**config.mk**
```make
export PLATFORM = sky130hd
export DESIGN_NAME = fft_frame_sched
export DESIGN_NICKNAME = d
export VERILOG_FILES = /design/src/rtl/fft_pkg.sv /design/src/rtl/fft_word_serializer.sv /design/src/rtl/fft_frame_sched.sv
export SDC_FILE = /design/constraint.sdc
export NUM_CORES = 1
export LEC_CHECK = 0
export ABC_CLOCK_PERIOD_IN_PS = 2300
export BUFFER_PORTS_ARGS = -buffer_cell sky130_fd_sc_hd__buf_4
export CORE_MARGIN = 3
export CORE_UTILIZATION = 45
export CTS_BUF_LIST = sky130_fd_sc_hd__clkbuf_8
export DETAILED_ROUTE_END_ITERATION = 7
export PLACE_DENSITY_LB_ADDON = 0.3
export SYNTH_ARGS = -nofsm -noshare
export SYNTH_HDL_FRONTEND = slang
export SYNTH_HIERARCHICAL = 1
export SYNTH_SLANG_ARGS = --single-unit
```
**constraint.sdc**
```tcl
create_clock -name clk -period 2.3 [get_ports clk]
set_input_delay 0 -clock clk [delete_from_list [all_inputs] [get_ports clk]]
set_output_delay 0 -clock clk [all_outputs]
set_load 0.01 [all_outputs]
```
**src/rtl/fft_pkg.sv**
```systemverilog
// Shared constants for the ADC->FFT->UART frame scheduler: default sizes, state
// encoding, frame header bytes and a constant log2 helper.
package fft_pkg;

    localparam int N_POINTS_DEF = 1024;
    localparam int IN_W_DEF     = 8;
    localparam int OUT_W_DEF    = 48;

    localparam logic [1:0] ST_IDLE_ENC  = 2'd0;
    localparam logic [1:0] ST_FEED_ENC  = 2'd1;
    localparam logic [1:0] ST_STORE_ENC = 2'd2;
    localparam logic [1:0] ST_SEND_ENC  = 2'd3;

    typedef enum logic [1:0] {
        ST_IDLE  = ST_IDLE_ENC,
        ST_FEED  = ST_FEED_ENC,
        ST_STORE = ST_STORE_ENC,
        ST_SEND  = ST_SEND_ENC
    } sched_state_t;

    localparam logic [7:0] HDR_SYNC0 = 8'hA5;
    localparam logic [7:0] HDR_SYNC1 = 8'h5A;

    function automatic int CLOG2(input int value);
        int r;
        r = 0;
        for (int v = value - 1; v > 0; v = v >> 1) r++;
        return r;
    endfunction

endpackage

```
**src/rtl/fft_word_serializer.sv**
```systemverilog
// Loads one word and emits its top nbytes bytes MSB-first as UART send pulses,
// keeping two idle cycles after each pulse so a lagging tx_busy is never missed.
module fft_word_serializer #(
    parameter int W     = 48,
    parameter int CNT_W = 8
) (
    input  logic             clk,
    input  logic             rst,
    input  logic             load,
    input  logic [W-1:0]     word,
    input  logic [CNT_W-1:0] nbytes,
    input  logic             tx_busy,
    output logic             tx_start,
    output logic [7:0]       tx_data,
    output logic             empty,
    output logic             last_byte
);

    logic [W-1:0]     shreg;
    logic [CNT_W-1:0] bytes_left;
    logic             start_d1;
    logic             fire;

    assign empty = (bytes_left == '0);
    assign fire  = !empty && !tx_busy && !tx_start && !start_d1;

    always_ff @(posedge clk) begin
        if (rst) begin
            shreg      <= '0;
            bytes_left <= '0;
            start_d1   <= 1'b0;
            tx_start   <= 1'b0;
            tx_data    <= '0;
            last_byte  <= 1'b0;
        end else begin
            start_d1  <= tx_start;
            tx_start  <= fire;
            last_byte <= fire && (bytes_left == CNT_W'(1));
            if (load) begin
                shreg      <= word;
                bytes_left <= nbytes;
            end else if (fire) begin
                tx_data    <= shreg[W-1 -: 8];
                shreg      <= shreg << 8;
                bytes_left <= bytes_left - 1'b1;
            end
        end
    end

endmodule

```
**src/rtl/fft_frame_sched.sv**
```systemverilog
// Frame sequencer: FIFO -> FFT input stream, FFT output -> result RAM -> UART bytes.
// Define FFT_SCHED_HDR_EN to prefix each UART frame with A5 5A frame_cnt[15:8] frame_cnt[7:0].
module fft_frame_sched
    import fft_pkg::*;
#(
    parameter int N_POINTS   = N_POINTS_DEF,
    parameter int IN_W       = IN_W_DEF,
    parameter int OUT_W      = OUT_W_DEF,
    parameter bit AUTO_REARM = 1'b0,
    localparam int AW        = CLOG2(N_POINTS)
) (
    input  logic             clk,
    input  logic             rst,
    input  logic             start,
    input  logic             fifo_empty,
    output logic             fifo_rd_en,
    input  logic [IN_W-1:0]  fifo_rd_data,
    output logic             s_tvalid,
    input  logic             s_tready,
    output logic [IN_W-1:0]  s_tdata,
    output logic             s_tlast,
    input  logic             m_tvalid,
    input  logic [OUT_W-1:0] m_tdata,
    input  logic             m_tlast,
    output logic             ram_we,
    output logic [AW-1:0]    ram_waddr,
    output logic [OUT_W-1:0] ram_wdata,
    output logic [AW-1:0]    ram_raddr,
    input  logic [OUT_W-1:0] ram_rdata,
    output logic             tx_start,
    output logic [7:0]       tx_data,
    input  logic             tx_busy,
    output logic             busy,
    output logic             frame_done,
    output logic             err_len,
    output logic [15:0]      frame_cnt
);

`ifdef FFT_SCHED_HDR_EN
    localparam int SER_W = (OUT_W > 32) ? OUT_W : 32;
`else
    localparam int SER_W = OUT_W;
`endif

    sched_state_t     state;
    logic [AW:0]      reads_issued;
    logic [AW-1:0]    arr_cnt;
    logic [AW-1:0]    out_cnt;
    logic [AW:0]      word_cnt;
    logic             rd_pend;
    logic             skid_vld;
    logic [IN_W-1:0]  skid_data;
    logic             skid_last;
    logic             fetch_pend;
    logic             hdr_wait;
    logic             s_take;
    logic [IN_W-1:0]  in_data;
    logic             in_last;
    logic             ser_load;
    logic [SER_W-1:0] ser_word;
    logic [7:0]       ser_nbytes;
    logic             ser_empty;
    logic             ser_last;

`ifdef FFT_SCHED_HDR_EN
    logic hdr_pend;
    assign hdr_wait = hdr_pend;
`else
    assign hdr_wait = 1'b0;
`endif

    // The skid slot absorbs the one FIFO word still in flight when the FFT stalls.
    assign fifo_rd_en = (state == ST_FEED) && !fifo_empty && (!s_tvalid || s_tready)
                        && !skid_vld && (reads_issued < (AW+1)'(N_POINTS));
    assign s_take  = s_tvalid && s_tready;
    assign in_data = {~fifo_rd_data[IN_W-1], fifo_rd_data[IN_W-2:0]};
    assign in_last = (arr_cnt == AW'(N_POINTS - 1));

    assign ram_we    = (state == ST_STORE) && m_tvalid;
    assign ram_waddr = out_cnt;
    assign ram_wdata = ram_we ? m_tdata : '0;
    assign ram_raddr = word_cnt[AW-1:0];
    assign busy      = (state != ST_IDLE);

    always_comb begin
        ser_load   = 1'b0;
        ser_word   = SER_W'(ram_rdata) << (SER_W - OUT_W);
        ser_nbytes = 8'(OUT_W / 8);
        if (state == ST_SEND) begin
            if (fetch_pend) begin
                ser_load = 1'b1;
            end
`ifdef FFT_SCHED_HDR_EN
            else if (hdr_pend && ser_empty) begin
                ser_load   = 1'b1;
                ser_word   = SER_W'({HDR_SYNC0, HDR_SYNC1, frame_cnt}) << (SER_W - 32);
                ser_nbytes = 8'd4;
            end
`endif
        end
    end

    always_ff @(posedge clk) begin
        if (rst) begin
            state        <= ST_IDLE;
            reads_issued <= '0;
            arr_cnt      <= '0;
            out_cnt      <= '0;
            word_cnt     <= '0;
            rd_pend      <= 1'b0;
            s_tvalid     <= 1'b0;
            s_tdata      <= '0;
            s_tlast      <= 1'b0;
            skid_vld     <= 1'b0;
            skid_data    <= '0;
            skid_last    <= 1'b0;
            fetch_pend   <= 1'b0;
            frame_done   <= 1'b0;
            err_len      <= 1'b0;
            frame_cnt    <= '0;
`ifdef FFT_SCHED_HDR_EN
            hdr_pend     <= 1'b0;
`endif
        end else begin
            frame_done <= 1'b0;
            rd_pend    <= fifo_rd_en;
            if (fifo_rd_en) reads_issued <= reads_issued + 1'b1;
            if (rd_pend)    arr_cnt      <= arr_cnt + 1'b1;

            if (!s_tvalid || s_take) begin
                if (skid_vld) begin
                    s_tvalid  <= 1'b1;
                    s_tdata   <= skid_data;
                    s_tlast   <= skid_last;
                    skid_vld  <= rd_pend;
                    skid_data <= in_data;
                    skid_last <= in_last;
                end else if (rd_pend) begin
                    s_tvalid <= 1'b1;
                    s_tdata  <= in_data;
                    s_tlast  <= in_last;
                end else begin
                    s_tvalid <= 1'b0;
                    s_tlast  <= 1'b0;
                end
            end else if (rd_pend) begin
                skid_vld  <= 1'b1;
                skid_data <= in_data;
                skid_last <= in_last;
            end

            case (state)
                ST_IDLE: begin
                    if (start || AUTO_REARM) begin
                        state        <= ST_FEED;
                        reads_issued <= '0;
                        arr_cnt      <= '0;
                        out_cnt      <= '0;
                        if (start) err_len <= 1'b0;
                    end
                end
                ST_FEED: begin
                    if (s_take && s_tlast) state <= ST_STORE;
                end
                ST_STORE: begin
                    if (m_tvalid) begin
                        out_cnt <= out_cnt + 1'b1;
                        if (m_tlast || (out_cnt == AW'(N_POINTS - 1))) begin
                            if (!(m_tlast && (out_cnt == AW'(N_POINTS - 1)))) err_len <= 1'b1;
                            state      <= ST_SEND;
                            word_cnt   <= '0;
                            fetch_pend <= 1'b0;
`ifdef FFT_SCHED_HDR_EN
                            hdr_pend   <= 1'b1;
`endif
                        end
                    end
                end
                ST_SEND: begin
                    // Address is held through fetch_pend so the 1-cycle RAM read lands on load.
                    if (fetch_pend) begin
                        fetch_pend <= 1'b0;
                        word_cnt   <= word_cnt + 1'b1;
                    end else if (ser_empty && !hdr_wait && (word_cnt != (AW+1)'(N_POINTS))) begin
                        fetch_pend <= 1'b1;
                    end
`ifdef FFT_SCHED_HDR_EN
                    if (hdr_pend && ser_empty) hdr_pend <= 1'b0;
`endif
                    if (ser_last && (word_cnt == (AW+1)'(N_POINTS))) begin
                        state      <= ST_IDLE;
                        frame_done <= 1'b1;
                        frame_cnt  <= frame_cnt + 1'b1;
                    end
                end
                default: state <= ST_IDLE;
            endcase
        end
    end

    fft_word_serializer #(
        .W     (SER_W),
        .CNT_W (8)
    ) u_ser (
        .clk       (clk),
        .rst       (rst),
        .load      (ser_load),
        .word      (ser_word),
        .nbytes    (ser_nbytes),
        .tx_busy   (tx_busy),
        .tx_start  (tx_start),
        .tx_data   (tx_data),
        .empty     (ser_empty),
        .last_byte (ser_last)
    );

endmodule

```
After elaboration in Yosys (flattened, before gate mapping)
Cells that the tools add are included.
{"block": "classes", "n_addsub": 6, "order_cmp": 1, "n_bitwise": 3, "n_mux": 51, "eq_ne": 16, "reduce_logical": 43}
{"op": "2-to-1 mux 48 bit", "count": 3}
{"op": "2-to-1 mux 11 bit", "count": 6}
{"op": "2-to-1 mux 10 bit", "count": 5}
{"op": "2-to-1 mux 8 bit", "count": 4}
{"op": "adder 11 x 1 -> 11 bit (second input constant)", "count": 2}
{"op": "case mux 11 bit (2 select lines)", "count": 1}
{"op": "2-to-1 mux 1 bit", "count": 21}
{"op": "adder 10 x 1 -> 10 bit (second input constant)", "count": 2}
{"op": "equality test 10 bit (second input constant)", "count": 2}
{"op": "case mux 10 bit (2 select lines)", "count": 1}
{"op": "adder 16 x 1 -> 16 bit (second input constant)", "count": 1}
{"op": "logical AND 1 bit", "count": 14}
{"op": "nonzero test 2 bit", "count": 6}
{"op": "equality test 11 bit (second input constant)", "count": 1}
{"op": "< comparator 11 bit (second input constant)", "count": 1}
{"op": "inequality test 11 bit (second input constant)", "count": 1}
{"op": "2-to-1 mux 2 bit", "count": 5}
{"op": "inequality test 2 bit (second input constant)", "count": 5}
{"op": "AND reduction 5 bit", "count": 2}
{"op": "equality test 8 x 1 -> 1 bit (second input constant)", "count": 1}
{"op": "logical NOT 8 bit", "count": 1}
{"op": "case mux 2 bit (4 select lines)", "count": 1}
{"op": "AND reduction 2 bit", "count": 4}
{"op": "subtractor 8 x 1 -> 8 bit (second input constant)", "count": 1}
{"op": "12 further kinds", "count": 29}
{"block": "totals", "ff_bits": 151, "output_inout_bits": 108, "elab_cells": 143}

Longest topological paths before layout
Gate-level depths: netlist (run 1).
{"block": "depth", "ltp_word": 8, "ltp_mapped": 9, "mapped_depth_nobuf": 8}

Hierarchy
Netlist (run 1), hierarchy kept.
{"mod": "fft_frame_sched", "n_inst": 1, "cells_per_inst": 522, "seq_area_each_um2": 1681.6, "area_per_inst_um2": 4290.4}
{"mod": "fft_word_serializer", "n_inst": 1, "cells_per_inst": 353, "seq_area_each_um2": 1341.3, "area_per_inst_um2": 3143.0}

Worst setup path before layout (run 1)
No wires, ideal clock.
{"block": "synth_timing", "path_type": "flip-flop to flip-flop", "startpoint": "register state[1]", "endpoint": "register u_ser.shreg[23]", "slack_ns": 0.264, "stages_incl_launch_ff": 9, "arrival_time_ns": 1.924, "setup_ns": 0.112, "cell_sequence": "dfxtp_1 ha_1 buf_4 nand2_1 inv_1 clkbuf_1 clkbuf_1 nor2_1 a2111oi_1"}
{"block": "synth_between", "elab_chain_len": 3, "elab_cells_between_ends": 4}
{"item": "start, declared", "line": "fft_frame_sched.sv:45", "source": "sched_state_t state;"}
{"item": "start signal, assigned", "line": "fft_frame_sched.sv:105", "source": "state <= ST_IDLE;"}
{"item": "start signal, assigned", "line": "fft_frame_sched.sv:155", "source": "state <= ST_FEED;"}
{"item": "start signal, assigned", "line": "fft_frame_sched.sv:163", "source": "if (s_take && s_tlast) state <= ST_STORE;"}
{"item": "equality test 2 bit *", "line": "fft_frame_sched.sv:89", "source": "if (state == ST_SEND) begin"}
{"item": "2-to-1 mux 1 bit *", "line": "fft_frame_sched.sv:89"}
{"item": "named net ser_load", "line": "fft_frame_sched.sv:59", "source": "logic ser_load;"}
{"item": "2-to-1 mux 48 bit / nonzero test 2 bit (equally long branches)"}
{"item": "end signal, assigned", "line": "fft_word_serializer.sv:40", "source": "shreg <= word;"}
{"item": "end signal, assigned", "line": "fft_word_serializer.sv:44", "source": "shreg <= shreg << 8;"}
{"item": "end, declared", "line": "fft_word_serializer.sv:19", "source": "logic [W-1:0] shreg;"}
The timed path passes the listed nets; every way through them passes the cells marked *.
A chain may end at the register's enable or synchronous reset.

Worst setup path after layout (run 1)
{"block": "layout_timing", "startpoint": "register s_tvalid", "endpoint": "register skid_data[5]"}
{"block": "layout_between", "elab_chain_len": 4, "elab_cells_between_ends": 7}
{"item": "start, declared", "line": "fft_frame_sched.sv:18", "source": "output logic s_tvalid,"}
{"item": "start signal, assigned", "line": "fft_frame_sched.sv:111", "source": "s_tvalid <= 1'b0;"}
{"item": "start signal, assigned", "line": "fft_frame_sched.sv:132", "source": "s_tvalid <= 1'b1;"}
{"item": "start signal, assigned", "line": "fft_frame_sched.sv:139", "source": "s_tvalid <= 1'b1;"}
{"item": "logical NOT 1 bit / logical AND 1 bit (equally long branches)", "line": "fft_frame_sched.sv:130, fft_frame_sched.sv:75"}
{"item": "logical OR 1 bit *", "line": "fft_frame_sched.sv:130", "source": "if (!s_tvalid || s_take) begin"}
{"item": "inequality test 2 bit (no source line) / nonzero test 2 bit (equally long branches)"}
{"item": "AND reduction 2 bit (no source line)"}
{"item": "end signal, assigned", "line": "fft_frame_sched.sv:136", "source": "skid_data <= in_data;"}
{"item": "end signal, assigned", "line": "fft_frame_sched.sv:148", "source": "skid_data <= in_data;"}
{"item": "end, declared", "line": "fft_frame_sched.sv:52", "source": "logic [IN_W-1:0] skid_data;"}
Every way passes the cells marked *; elsewhere a longest branch is shown, timed or not.

==> results.txt, run 1 <==
* HPWL after DPL: 13700 µm
- STA puts the critical path data required time at 2640 ps.
- Row count: 46
* Commonest non-fill, non-tap cell in the layout: sky130_fd_sc_hd__buf_4
- Number of iterations in the first detailed-routing pass: 5
- Total routing usage reported by global routing: 0.225
- Antenna cell count: 0
- Fin crit share: 0.920
- Final Instance Area: 10200 µm²
- In this run the static leakage power is 0.00431 µW.
- For the pin with the worst max-slew slack, the measured transition is 767 ps.
- Of the synthesized area, sequential elements account for 0.407.
- Height of the die: 135 µm
* Switching power: 3530 µW
* Clock root cell: sky130_fd_sc_hd__clkbuf_8
* Initial Utilization: 0.465
- Final wirelength: 20600 µm
- Per-instance average area after synthesis: 8.50 µm²
- Number of enable flip-flop cells after synthesis: 0
* Count of port buffers added during placement: 219
- TritonCTS built the clock tree.
- The Yosys step of the flow raised 6 warnings.
- Proportion of netlist area held by the largest area contributor: 0.407
* Nets: 1250
- Number of instances in the synthesized netlist: 875
* Synth area leaders: sky130_fd_sc_hd__dfxtp_1, sky130_fd_sc_hd__nor2_1, sky130_fd_sc_hd__a2111oi_2
- Synthesis instantiated 58 different standard cells from the library.
* Clock Skews: 18.8 ps
- Counting flops with an async set or reset pin after synthesis yields a share of 0.
* Worst setup EP type: register
- Clock tree synthesis found a total of 151 sinks.
* Combinational group share of total power: 0.417
* Library cell occupying the most area in the post-synthesis netlist: sky130_fd_sc_hd__dfxtp_1
* Proportion of power drawn by the clock network: 0.212
- Area of the die: 18100 µm²
- The clock period could shrink to 2120 ps.
* Routability congestion estimate from global placement: 0.860
- TritonCTS buffer count: 17
- Setup repair after global routing left no endpoint under its margin.
- Cell internal power was estimated by the tool at 5890 µW.
* Number of H-tree branching levels: 4
- Fraction of final layout cells with drive strength greater than 1: 0.274
- The clock reaches the later pin of the worst-skew pair after 460 ps.
* CP Data Arrival Time: 2460 ps
* Pin count of the biggest net entering global routing: 85
* Via total after detailed routing: 7227
- The worst pin sits at a relative slew slack of 0.489.
* Critical Setup Path Class: reg -> reg
- The detailed router finished its first iteration with 551 violations.
- Seq cells post-synth: 151
* Cell area reported after detailed placement: 9190 µm²
* Final count of pins violating max slew: 0
* Setup tns final: 0 ps
- In the synthesized netlist the dominant register cell turns out to be sky130_fd_sc_hd__dfxtp_1.
* Class of the most critical hold timing path: in -> reg
- Routed Antenna Nets: 0
- Total global routing overflow: 0
- The initial antenna violation count came to 0.
* Routed wire length per instance: 15.2 µm
* Result of the run: finished, final reports clean
- VDD sags by at most 0.864 mV.
- STA classifies the critical path startpoint as a register.
- The first global-routing pass estimated 33500 µm of wire.
* Syn Std Cell Area: 7430 µm²
- The tool flagged a number of max-cap violations equal to 0.
- The via count of the first global-routing pass is 6732.
- After detailed routing, the number of vias per cell comes to 5.34.
- Post-CTS clock slew at the launch and capture registers of the worst setup and hold paths: 80 ps
- Signed area change from the synthesized netlist to the final layout: 37.4%
* Fmax achieved: 473 MHz
- I/O pin count: 220
* Sequential cell fraction of total power: 0.370
* Peak fanout along the critical path: 7
* Number of design rule violations left after detail routing: 0
* Total power divided by cell area: 923 nW/µm²
- Width of the chip: 135 µm
* Count of final setup violators: 0
- Of the total power, the share spent switching nets is 0.375.
- The clock passes through at most 2 buffers.
- Core outline area: 16000 µm²
* Final Hold Fails: 0
* Leading cell types in the layout, fill and taps excluded: sky130_fd_sc_hd__buf_4, sky130_fd_sc_hd__dfxtp_1, sky130_fd_sc_hd__nor2_1
## what timing repair did
item,4_1_cts,5_1_grt
hold buffers,63,0
gates resized for setup,0,2
hold endpoints to repair,90,0
setup buffers,0,0
endpoints found under the setup margin,0,1
## routing by layer
layer / track usage / wire, µm
met5: 0 / 0
met3: 0.0507 / 1060
met2: 0.366 / 9890
met1: 0.302 / 9200
met4: 0.0667 / 420
## kinds of logic after synthesis
family                     share of synthesized area
and+or+nand+nor                                0.287
other                                        0.00101
buffers and inverters                         0.0577
adders and majority gates                     0.0219
xor gates and xnor gates                      0.0365
muxes                                         0.0296
AOI/OAI and AO/OA                              0.160
DFF                                            0.407
## critical path: stages (launching register included)
cell and delay [ps]:
sky130_fd_sc_hd__dfxtp_1 340, sky130_fd_sc_hd__nand2b_1 270, sky130_fd_sc_hd__mux2i_4 340, sky130_fd_sc_hd__buf_4 240
sky130_fd_sc_hd__mux2i_1 200, sky130_fd_sc_hd__nor2_1 50, sky130_fd_sc_hd__dlygate4sd3_1 570
## stage by stage
stage	utilization	power, µW	instances	setup WS, ps	hold slack (ps)
floorplan	-	6310	881	264	144
global placement	0.574	7280	1259	355	241
detailed placement	0.574	7370	1259	266	252
CTS	0.637	9460	1353	111	22.0
global route	0.638	10100	1353	14.2	65.6
finish	0.638	9430	1353	184	54.1
## power by group through the flow
| stage | Clock, µW | Sequential (µW) | Combinational [µW] |
|---|---|---|---|
| 3_3_place_gp | 0 | 3530 | 3750 |
| 5_1_grt | 2160 | 3550 | 4370 |
| 2_1_floorplan | 0 | 3480 | 2840 |
| 4_1_cts | 2040 | 3480 | 3930 |
| 6_report | 2000 | 3490 | 3930 |
| 3_5_place_dp | 0 | 3540 | 3830 |
## synthesized netlist by cell type, types with 13 or more instances
master	n
sky130_fd_sc_hd__a21oi_1	52
sky130_fd_sc_hd__mux2i_1	22
sky130_fd_sc_hd__and3_1	59
sky130_fd_sc_hd__a2111oi_2	26
sky130_fd_sc_hd__buf_4	17
sky130_fd_sc_hd__xor2_1	25
sky130_fd_sc_hd__nor3_1	59
sky130_fd_sc_hd__dfxtp_1	151
sky130_fd_sc_hd__or3_1	13
sky130_fd_sc_hd__ha_1	13
sky130_fd_sc_hd__nor2_1	127
sky130_fd_sc_hd__o21ai_0	28
sky130_fd_sc_hd__inv_1	15
sky130_fd_sc_hd__clkbuf_1	43
sky130_fd_sc_hd__nand4_1	22
sky130_fd_sc_hd__a211oi_1	13
sky130_fd_sc_hd__nand2_1	55
sky130_fd_sc_hd__nand3_1	24
## sequential cells by signal, indices dropped and copies added (netlist names)
register          count
ram_waddr            10
u_ser/tx_start        1
u_ser/bytes_left      8
reads_issued         11
state                 2
s_tvalid              1
s_tdata               8
word_cnt             11
s_tlast               1
err_len               1
arr_cnt              10
fetch_pend            1
skid_data             8
u_ser/start_d1        1
skid_last             1
rd_pend               1
u_ser/last_byte       1
u_ser/shreg          48
frame_done            1
frame_cnt            16
skid_vld              1
u_ser/tx_data         8
## final timing paths
check | start | to | slack [ps] | cells past startpoint
setup reg to reg | s_tvalid$_SDFFE_PP0N_ | skid_data[5]$_SDFFE_PP0P_ | 180 | 6
hold reg to reg | u_ser/shreg[42]$_SDFFE_PP0P_ | u_ser/tx_data[2]$_SDFFE_PP0P_ | 450 | 2
setup / recovery | s_tvalid$_SDFFE_PP0N_ | skid_data[5]$_SDFFE_PP0P_ | 180 | 6
hold / removal | tx_busy | u_ser/bytes_left[1]$_SDFFE_PP0P_ | 50 | 5
## layout make-up
cell class,instances,area (µm²)
fillers,1387,5790
multi-input cells,639,4020
flip-flops and latches,151,3020
repair buffers,300,2460
well taps,216,270
clock buffers,18,248
clock inverters,13,133
inverters,16,60.1
(Power assumes the default switching activity.)
==> inputs of run 2 (changes only) <==
ABC_AREA = 1   (was not set)
==> results.txt, run 2 <==
- Result of the run: finished, final reports clean (unchanged)
- Ys async rst share: 0 (unchanged)
- CP Cell Sequence: inv_1 > ha_1 > nand2_1 > buf_4 > nor2_1 > buf_4 (was nand2b_1 > mux2i_4 > buf_4 > mux2i_1 > nor2_1 > dlygate4sd3_1)
- Cell with the largest stage delay on the worst path: sky130_fd_sc_hd__buf_4 (was sky130_fd_sc_hd__dlygate4sd3_1)
- Number of instances in the synthesized netlist: 1255 (was 875)
* Final Hold Fails: 0 (unchanged)
- Number of H-tree branching levels: 4 (unchanged)
- Row count: 47 (was 46)
* Width of the chip: 139 µm (was 135 µm)
- Yosys cell types: 37 (was 58)
* Wire length of the first global-routing pass: 37000 µm (was 33500 µm)
- Proportion of netlist area held by the largest area contributor: 0.381 (was 0.407)
- Commonest non-fill, non-tap cell in the layout: sky130_fd_sc_hd__nand2_1 (was sky130_fd_sc_hd__buf_4)
- The effective utilization at floorplan was 0.469 (was 0.465).
- Post-synthesis sequential area ratio: 0.381 (was 0.407)
- Clock root cell: sky130_fd_sc_hd__clkbuf_8 (unchanged)
* Final count of pins violating max slew: 0 (unchanged)
- Area of the multi-input gates: 4060 µm² (was 4020 µm²)
* Per-instance average area after synthesis: 6.31 µm² (was 8.50 µm²)
* Peak fanout along the critical path: 50 (was 7)
- Leading cell types in the layout, fill and taps excluded: sky130_fd_sc_hd__nand2_1, sky130_fd_sc_hd__buf_4, sky130_fd_sc_hd__dfxtp_1 (was sky130_fd_sc_hd__buf_4, sky130_fd_sc_hd__dfxtp_1, sky130_fd_sc_hd__nor2_1)
- The count of flip-flops with a built-in enable after synthesis came to 0 (unchanged).
- Worst setup EP type: output pin (was register)
- Antenna cell count: 0 (unchanged)
- The maximum clock frequency is 486 MHz (was 473 MHz).
* Total power divided by cell area: 777 nW/µm² (was 923 nW/µm²)
- The area taken by flip-flops and latches was 3020 µm² (unchanged).
- Routed wire length per instance: 12.7 µm (was 15.2 µm)
* Total routing usage reported by global routing: 0.225 (about the same)
- Fillcell total: 1487 (was 1387)
* Number of global-route vias before repair: 7887 (was 6732)
- The number of vias per cell after detailed routing is 4.89 (was 5.34).
- Flip-flop count of the largest register, all copies and words added: 48 (unchanged)
- Syn Std Cell Area: 7920 µm² (was 7430 µm²)
- Worst ir drop on vdd: 0.470 mV (was 0.864 mV)
- The post-layout minimum cycle time was 2060 ps (was 2120 ps).
- The number of buffers inserted by port buffering was 219 (unchanged).
- The first element of the critical path was state[0]$_SDFFE_PP0P_ (was s_tvalid$_SDFFE_PP0N_).
* Signed area change from the synthesized netlist to the final layout: 35.6% (was 37.4%)
* Number of iterations in the first detailed-routing pass: 6 (was 5)
- The DRC violation count after routing was 0 (unchanged).
* Unrepaired setup endpoints after global routing: no (unchanged)
- The number of nets with antenna violations after detailed routing was 0 (unchanged).
- The largest stage delay on the critical path is 430 ps (was 570 ps).
- Seq cells post-synth: 151 (unchanged)
* Height of the die: 139 µm (was 135 µm)
* Number of standard cells in the final layout excluding fillers: 1749 (was 1353)
- The global-route congestion overflow total is 0 (unchanged).
- The number of warnings issued by yosys is 6 (unchanged).
- The library cell occupying the most area in the post-synthesis netlist is sky130_fd_sc_hd__dfxtp_1 (unchanged).
- The register ranked first by flip-flop count is u_ser/shreg (unchanged).
- Setup tns final: 0 ps (unchanged)
- The total via count in the routed design is 8554 (was 7227).
- Leading cell type by number of instances after synthesis: sky130_fd_sc_hd__nand2_1 (was sky130_fd_sc_hd__dfxtp_1)
* Cell mode on critical path: sky130_fd_sc_hd__buf_4
* Startpoint of the worst hold path: m_tvalid (was tx_busy)
* Nets: 1641 (was 1250)
* TritonCTS buffer count: 17 (unchanged)
- The number of placed I/O pins is 220 (unchanged).
* Registers with the most flip-flops: u_ser/shreg x48, frame_cnt x16 (unchanged)
* Routability congestion estimate from global placement: 0.857 (was 0.860)
- The signal arrival time at the worst endpoint is 2060 ps (was 2460 ps).
* Max-capacitance violation count: 0 (unchanged)
* Final wirelength: 22200 µm (was 20600 µm)
* Antenna violations before repair: 0 (unchanged)
* Synth area leaders: sky130_fd_sc_hd__dfxtp_1, sky130_fd_sc_hd__nand2_1, sky130_fd_sc_hd__nor2_1 (was sky130_fd_sc_hd__dfxtp_1, sky130_fd_sc_hd__nor2_1, sky130_fd_sc_hd__a2111oi_2)
* Pin count of the biggest net entering global routing: 61 (was 85)
- CTS tree: yes (unchanged)
- The largest clock skew in the final design is 8.33 ps (was 18.8 ps).
- The slew at the pin closest to its max-slew limit came to 862 ps (was 767 ps).
- The worst endpoint required time came to 2300 ps (was 2640 ps).
- The most used flip-flop cell after synthesis is sky130_fd_sc_hd__dfxtp_1 (unchanged).
* Cells after DPL: 1655 (was 1259)
* Worst hold margin: 90.0 ps (was 54.1 ps)
* Cell types with the highest counts after synthesis: sky130_fd_sc_hd__nand2_1, sky130_fd_sc_hd__dfxtp_1, sky130_fd_sc_hd__nor2_1 (was sky130_fd_sc_hd__dfxtp_1, sky130_fd_sc_hd__nor2_1, sky130_fd_sc_hd__and3_1, sky130_fd_sc_hd__nor3_1, sky130_fd_sc_hd__nand2_1)
- The core box area was 16900 µm² (was 16000 µm²).
* Kind of launch point of the worst setup path: register (unchanged)
- The fraction of the cycle the final worst path needs came to 0.895 (was 0.920).
- The path category of the worst min-delay check was in -> reg (unchanged).
- Post-CTS clock slew at the launch and capture registers of the worst setup and hold paths: 90 ps (was 80 ps)
- The setup violation total in the final timing report is 0 (unchanged).
- The maximum root-to-sink buffer count came to 2 (unchanged).
* Insertion delay to the later sink of the worst-skew pair: 450 ps (was 460 ps)
- Leakage power figure: 0.00499 µW (was 0.00431 µW)
- Fraction of final layout cells with drive strength greater than 1: 0.196 (was 0.274)
- The relative slew slack was 0.425 (was 0.489).
- The category of the most critical setup path is reg -> out (was reg -> reg).
- The sink count of the clock tree was 151 (unchanged).
- The DRC violation total after the first TritonRoute iteration is 515 (was 551).
- The beginning of the worst register-to-register path is state[0]$_SDFFE_PP0P_ (was s_tvalid$_SDFFE_PP0N_).
- The floorplan die area is 19200 µm² (was 18100 µm²).
- HPWL after DPL: 15200 µm (was 13700 µm)
run 2: worst max-delay path, delay by kind of cell (launching register included):
family / cells / cell delay (ps)
buffers and inverters: 3 / 690
DFF: 1 / 370
adders and majority gates: 1 / 290
and+or+nand+nor: 2 / 250
run 2: path summary, 6_finish.rpt:
kind / slack (ps) / end / cells past startpoint
worst min register to register: 460 / err_len$_SDFFE_PP0P_ / 2
worst max-delay path: 240 / ram_wdata[15] / 6
worst max register to register: 340 / u_ser/shreg[21]$_SDFFE_PP0P_ / 9
worst min-delay path: 90 / ram_waddr[0]$_SDFFE_PP0P_ / 4
run 2: through the flow:
stage / area, µm² / util / total power [µW] / setup WS [ps]
2_1_floorplan: 7950 / - / 5160 / 511
3_3_place_gp: 9700 / 0.574 / 6060 / 485
3_5_place_dp: 9700 / 0.574 / 6100 / 415
4_1_cts: 10700 / 0.637 / 8390 / 246
5_1_grt: 10700 / 0.637 / 8900 / 72.7
6_report: 10700 / 0.637 / 8350 / 241
run 2: cells by family (layout without fill, tap and decap cells):
family | after synthesis | count (layout) | share of synthesized area
xor+xnor | 7 | 7 | 0.00774
simple gates | 697 | 697 | 0.363
buf+inv | 210 | 478 | 0.109
compound gates | 175 | 175 | 0.117
other cells | 2 | 8 | 0.000948
flops | 151 | 151 | 0.381
fa+ha+maj | 13 | 13 | 0.0205
run 2: per-layer routing:
| metal | global-route usage | vias to the layer above | wire length (µm) |
|---|---|---|---|
| met5 | 0 | - | 0 |
| met1 | 0.292 | 3867 | 9800 |
| met3 | 0.0486 | 31 | 1200 |
| met2 | 0.379 | 229 | 10900 |
| met4 | 0.0628 | 0 | 355 |
| li1 | - | 4427 | - |
run 2: repair_timing:
| action | in CTS | in global routing |
|---|---|---|
| resized for setup | 0 | 0 |
| setup endpoints to repair | 0 | 0 |
| hold buffers | 62 | 0 |
| endpoints found under the hold margin | 102 | 0 |
| setup buffers | 0 | 0 |
run 2: power by group:
group | leakage [µW] | switching, µW | internal [µW]
sequential | 0.00122 | 163 | 2790
combinational | 0.00356 | 2020 | 1180
clock | 0.000206 | 1100 | 1100
run 2: layout make-up:
cell class | count | area share
multi-input cells | 900 | 0.378
clock inverters | 15 | 0.0181
well taps | 220 | 0.0256
repair buffers | 295 | 0.223
flip-flops and latches | 151 | 0.281
clock buffers | 17 | 0.0218
inverters | 151 | 0.0528
==> inputs of run 3 (changes only) <==
GPL_TIMING_DRIVEN = 0   (was not set)
==> results.txt, run 3 (synthesized netlist as in run 2, its figures left out) <==
* CP Data Arrival Time: 2430 ps (was 2060 ps)
- The total power consumption of the routed design came to 8290 µW (was 8350 µW).
* Most flop-heavy register: u_ser/shreg (unchanged)
- The fraction of layout cells with a size suffix above 1 came to 0.205 (was 0.196).
- Number of iterations in the first detailed-routing pass: 5 (was 6)
- Final Hold Fails: 0 (unchanged)
- Capture instance of the worst register-to-register path: u_ser/shreg[14]$_SDFFE_PP0P_ (was u_ser/shreg[21]$_SDFFE_PP0P_)
- The internal power consumption was 4930 µW (was 5060 µW).
- Final wirelength: 23600 µm (was 22200 µm)
* Insertion delay to the later sink of the worst-skew pair: 450 ps (about the same)
- Nets: 1684 (was 1641)
* I/O pin count: 220 (unchanged)
- The global-route congestion overflow total was 0 (unchanged).
* Via/cell ratio: 4.95 (was 4.89)
- Via total after detailed routing: 8884 (was 8554)
- Number of buffers on the longest clock path: 2 (unchanged)
- Area of the die: 19200 µm² (unchanged)
- CTS tree: yes (unchanged)
* Peak fanout along the critical path: 10 (was 50)
- Worst Tran Pin Value: 652 ps (was 862 ps)
* Worst setup EP type: register (was output pin)
- Count of final setup violators: 0 (unchanged)
- The wire length of the first global-routing pass came to 38800 µm (was 37000 µm).
* Switching power: 3360 µW (was 3280 µW)
* Count of clock tree sinks: 151 (unchanged)
- Fmax achieved: 483 MHz (was 486 MHz)
- Core utilization of the finished layout: 0.645 (was 0.637)
- Final Instance Area: 10900 µm² (was 10700 µm²)
- Storage element area: 3020 µm² (unchanged)
* Clock root cell: sky130_fd_sc_hd__clkbuf_8 (unchanged)
* Fin crit share: 0.901 (was 0.895)
- Core outline area: 16900 µm² (unchanged)
- The routed wire length per instance is 13.1 µm (was 12.7 µm).
- Registers with the most flip-flops: u_ser/shreg x48, frame_cnt x16 (unchanged)
* Width of the chip: 139 µm (unchanged)
* Initial Utilization: 0.469 (unchanged)
- The clock buffer count from CTS was 17 (unchanged).
- Post-CTS clock slew at the launch and capture registers of the worst setup and hold paths: 90 ps (about the same)
* Clock Skews: 14.1 ps (was 8.33 ps)
- The via count of the first global-routing pass was 8373 (was 7887).
- The flip-flop count of the largest register, all copies and words added came to 48 (unchanged).
* Row count: 47 (unchanged)
* Total routing usage reported by global routing: 0.239 (was 0.225)
- Total power divided by cell area: 762 nW/µm² (was 777 nW/µm²)
* Number of design rule violations left after detail routing: 0 (unchanged)
* Result of the run: finished, final reports clean (unchanged)
* Combinational group share of total power: 0.399 (was 0.384)
- The first element of the critical path was state[0]$_SDFFE_PP0P_ (unchanged).
- Iter 0 DRT Violations: 532 (was 515)
* Class of the most critical hold timing path: in -> reg (unchanged)
- The number of fill cells in the layout is 1489 (was 1487).
- Area of the multi-input gates: 4060 µm² (about the same)
* Kind of launch point of the worst setup path: register (unchanged)
* Post-CTS setup repair buffer count: 0 (unchanged)
- The H-tree depth was 4 (unchanged).
- Unrepaired setup endpoints after global routing: no (unchanged)
- The most common cell after layout, fill and taps aside was sky130_fd_sc_hd__nand2_1 (unchanged).
* Timing endpoint of the critical path: u_ser/shreg[14]$_SDFFE_PP0P_ (was ram_wdata[15])
* Leakage power figure: 0.00509 µW (was 0.00499 µW)
* Routability congestion estimate from global placement: 0.886 (was 0.857)
- The number of nets with antenna violations after detailed routing is 0 (unchanged).
* Cell area reported after detailed placement: 9860 µm² (was 9700 µm²)
- The beginning of the worst register-to-register path was state[0]$_SDFFE_PP0P_ (unchanged).
* Final count of pins violating max slew: 0 (unchanged)
- Slack of the worst reg-to-reg path: 230 ps (was 340 ps)
- R2R cell count: 10 (was 9)
- The category of the most critical setup path is reg -> reg (was reg -> out).
- The pin count of the biggest net entering global routing was 17 (was 61).
- Leading cell types in the layout, fill and taps excluded: sky130_fd_sc_hd__nand2_1, sky130_fd_sc_hd__buf_4, sky130_fd_sc_hd__dfxtp_1 (unchanged).
* Sequential cell fraction of total power: 0.356 (was 0.353)
* Height of the die: 139 µm (unchanged)
- The worst endpoint required time is 2660 ps (was 2300 ps).
- Max-capacitance violation count: 0 (unchanged)
- Worst ir drop on vdd: 0.502 mV (was 0.470 mV)
* Signed area change from the synthesized netlist to the final layout: 37.3% (was 35.6%)
* Worst rel slew slack: 0.564 (was 0.425)
* Time the final worst path needs with I/O delays and setup: 2070 ps (was 2060 ps)
* HPWL after DPL: 16700 µm (was 15200 µm)
* Proportion of power drawn by the clock network: 0.245 (was 0.263)
* Count of port buffers added during placement: 218 (was 219)
- Antenna violations before repair: 0 (unchanged)
- The switching part of the total power was 0.406 (was 0.393).
==> run 3: cell count changes in the layout (fill, tap and decap cells not counted), sizes merged, moves of 2 or more <==
cell    previous run  this run
clkbuf            17        45
buf              233       248
inv              155       160
clkinv             5         1
bufinv             3         1
==> run 3: worst min-delay path by stage <==
stage / start / to / slack, ps / depth (start not counted)
after floorplan: m_tdata[0] / ram_wdata[0] / 90 / 2
after global placement: fifo_rd_data[7] / skid_data[7]$_SDFFE_PP0P_ / 200 / 2
after detailed placement: fifo_rd_data[7] / skid_data[7]$_SDFFE_PP0P_ / 200 / 2
after CTS: m_tvalid / ram_waddr[0]$_SDFFE_PP0P_ / 20 / 4
after global routing: m_tvalid / ram_waddr[1]$_SDFFE_PP0P_ / 60 / 5
final: m_tvalid / ram_waddr[1]$_SDFFE_PP0P_ / 50 / 5
==> run 3: power by group through the flow <==
stage / clock, µW / sequential [µW] / combinational (µW)
finish: 2030 / 2950 / 3310
floorplan: 0 / 2990 / 2170
CTS: 2070 / 2950 / 3300
detailed placement: 0 / 3010 / 3190
global placement: 0 / 3000 / 3140
global route: 2180 / 2980 / 3690
==> run 3: through the flow <==
step                      hold slack, ps  setup TNS, ps  instances  setup WS (ps)
after global routing                63.4              0       1792           57.2
after global placement               197          -4.02       1699          -4.02
after floorplan                     87.1              0       1261            511
after detailed placement             198              0       1699          0.337
after CTS                           19.7              0       1793            105
final                               47.3              0       1793            228
==> run 3: cell type report <==
cell class | count | area share
plain buffers | 58 | 0.0283
inverters | 151 | 0.0521
well taps | 220 | 0.0253
diodes | 1 | 0.000230
clock buffers | 17 | 0.0215
repair buffers | 280 | 0.207
clock inverters | 15 | 0.0143
multi-input cells | 900 | 0.373
flip-flops and latches | 151 | 0.278
==> run 3: worst max-delay path: stages (launching register included) <==
cell and delay (ps):
sky130_fd_sc_hd__dfxtp_1 340, sky130_fd_sc_hd__ha_1 190, sky130_fd_sc_hd__buf_2 170, sky130_fd_sc_hd__nand2_1 110, sky130_fd_sc_hd__inv_1 150, sky130_fd_sc_hd__inv_2 200, sky130_fd_sc_hd__clkbuf_1 370, sky130_fd_sc_hd__nand2_1 90
sky130_fd_sc_hd__nand2_1 70, sky130_fd_sc_hd__nand2_1 90, sky130_fd_sc_hd__a21oi_1 210
==> run 3: repair_timing <==
action / 4_1_cts / 5_1_grt
resized for setup: 3 / 11
hold endpoints to repair: 87 / 0
hold buffers: 62 / 0
setup endpoints to repair: 13 / 66
==> run 3: routing by layer <==
metal	vias up	wire length, µm	global-route usage
met5	-	0	0
met2	281	11900	0.436
met3	34	1310	0.0421
met4	0	449	0.0675
li1	4519	-	-
met1	4050	9930	0.288
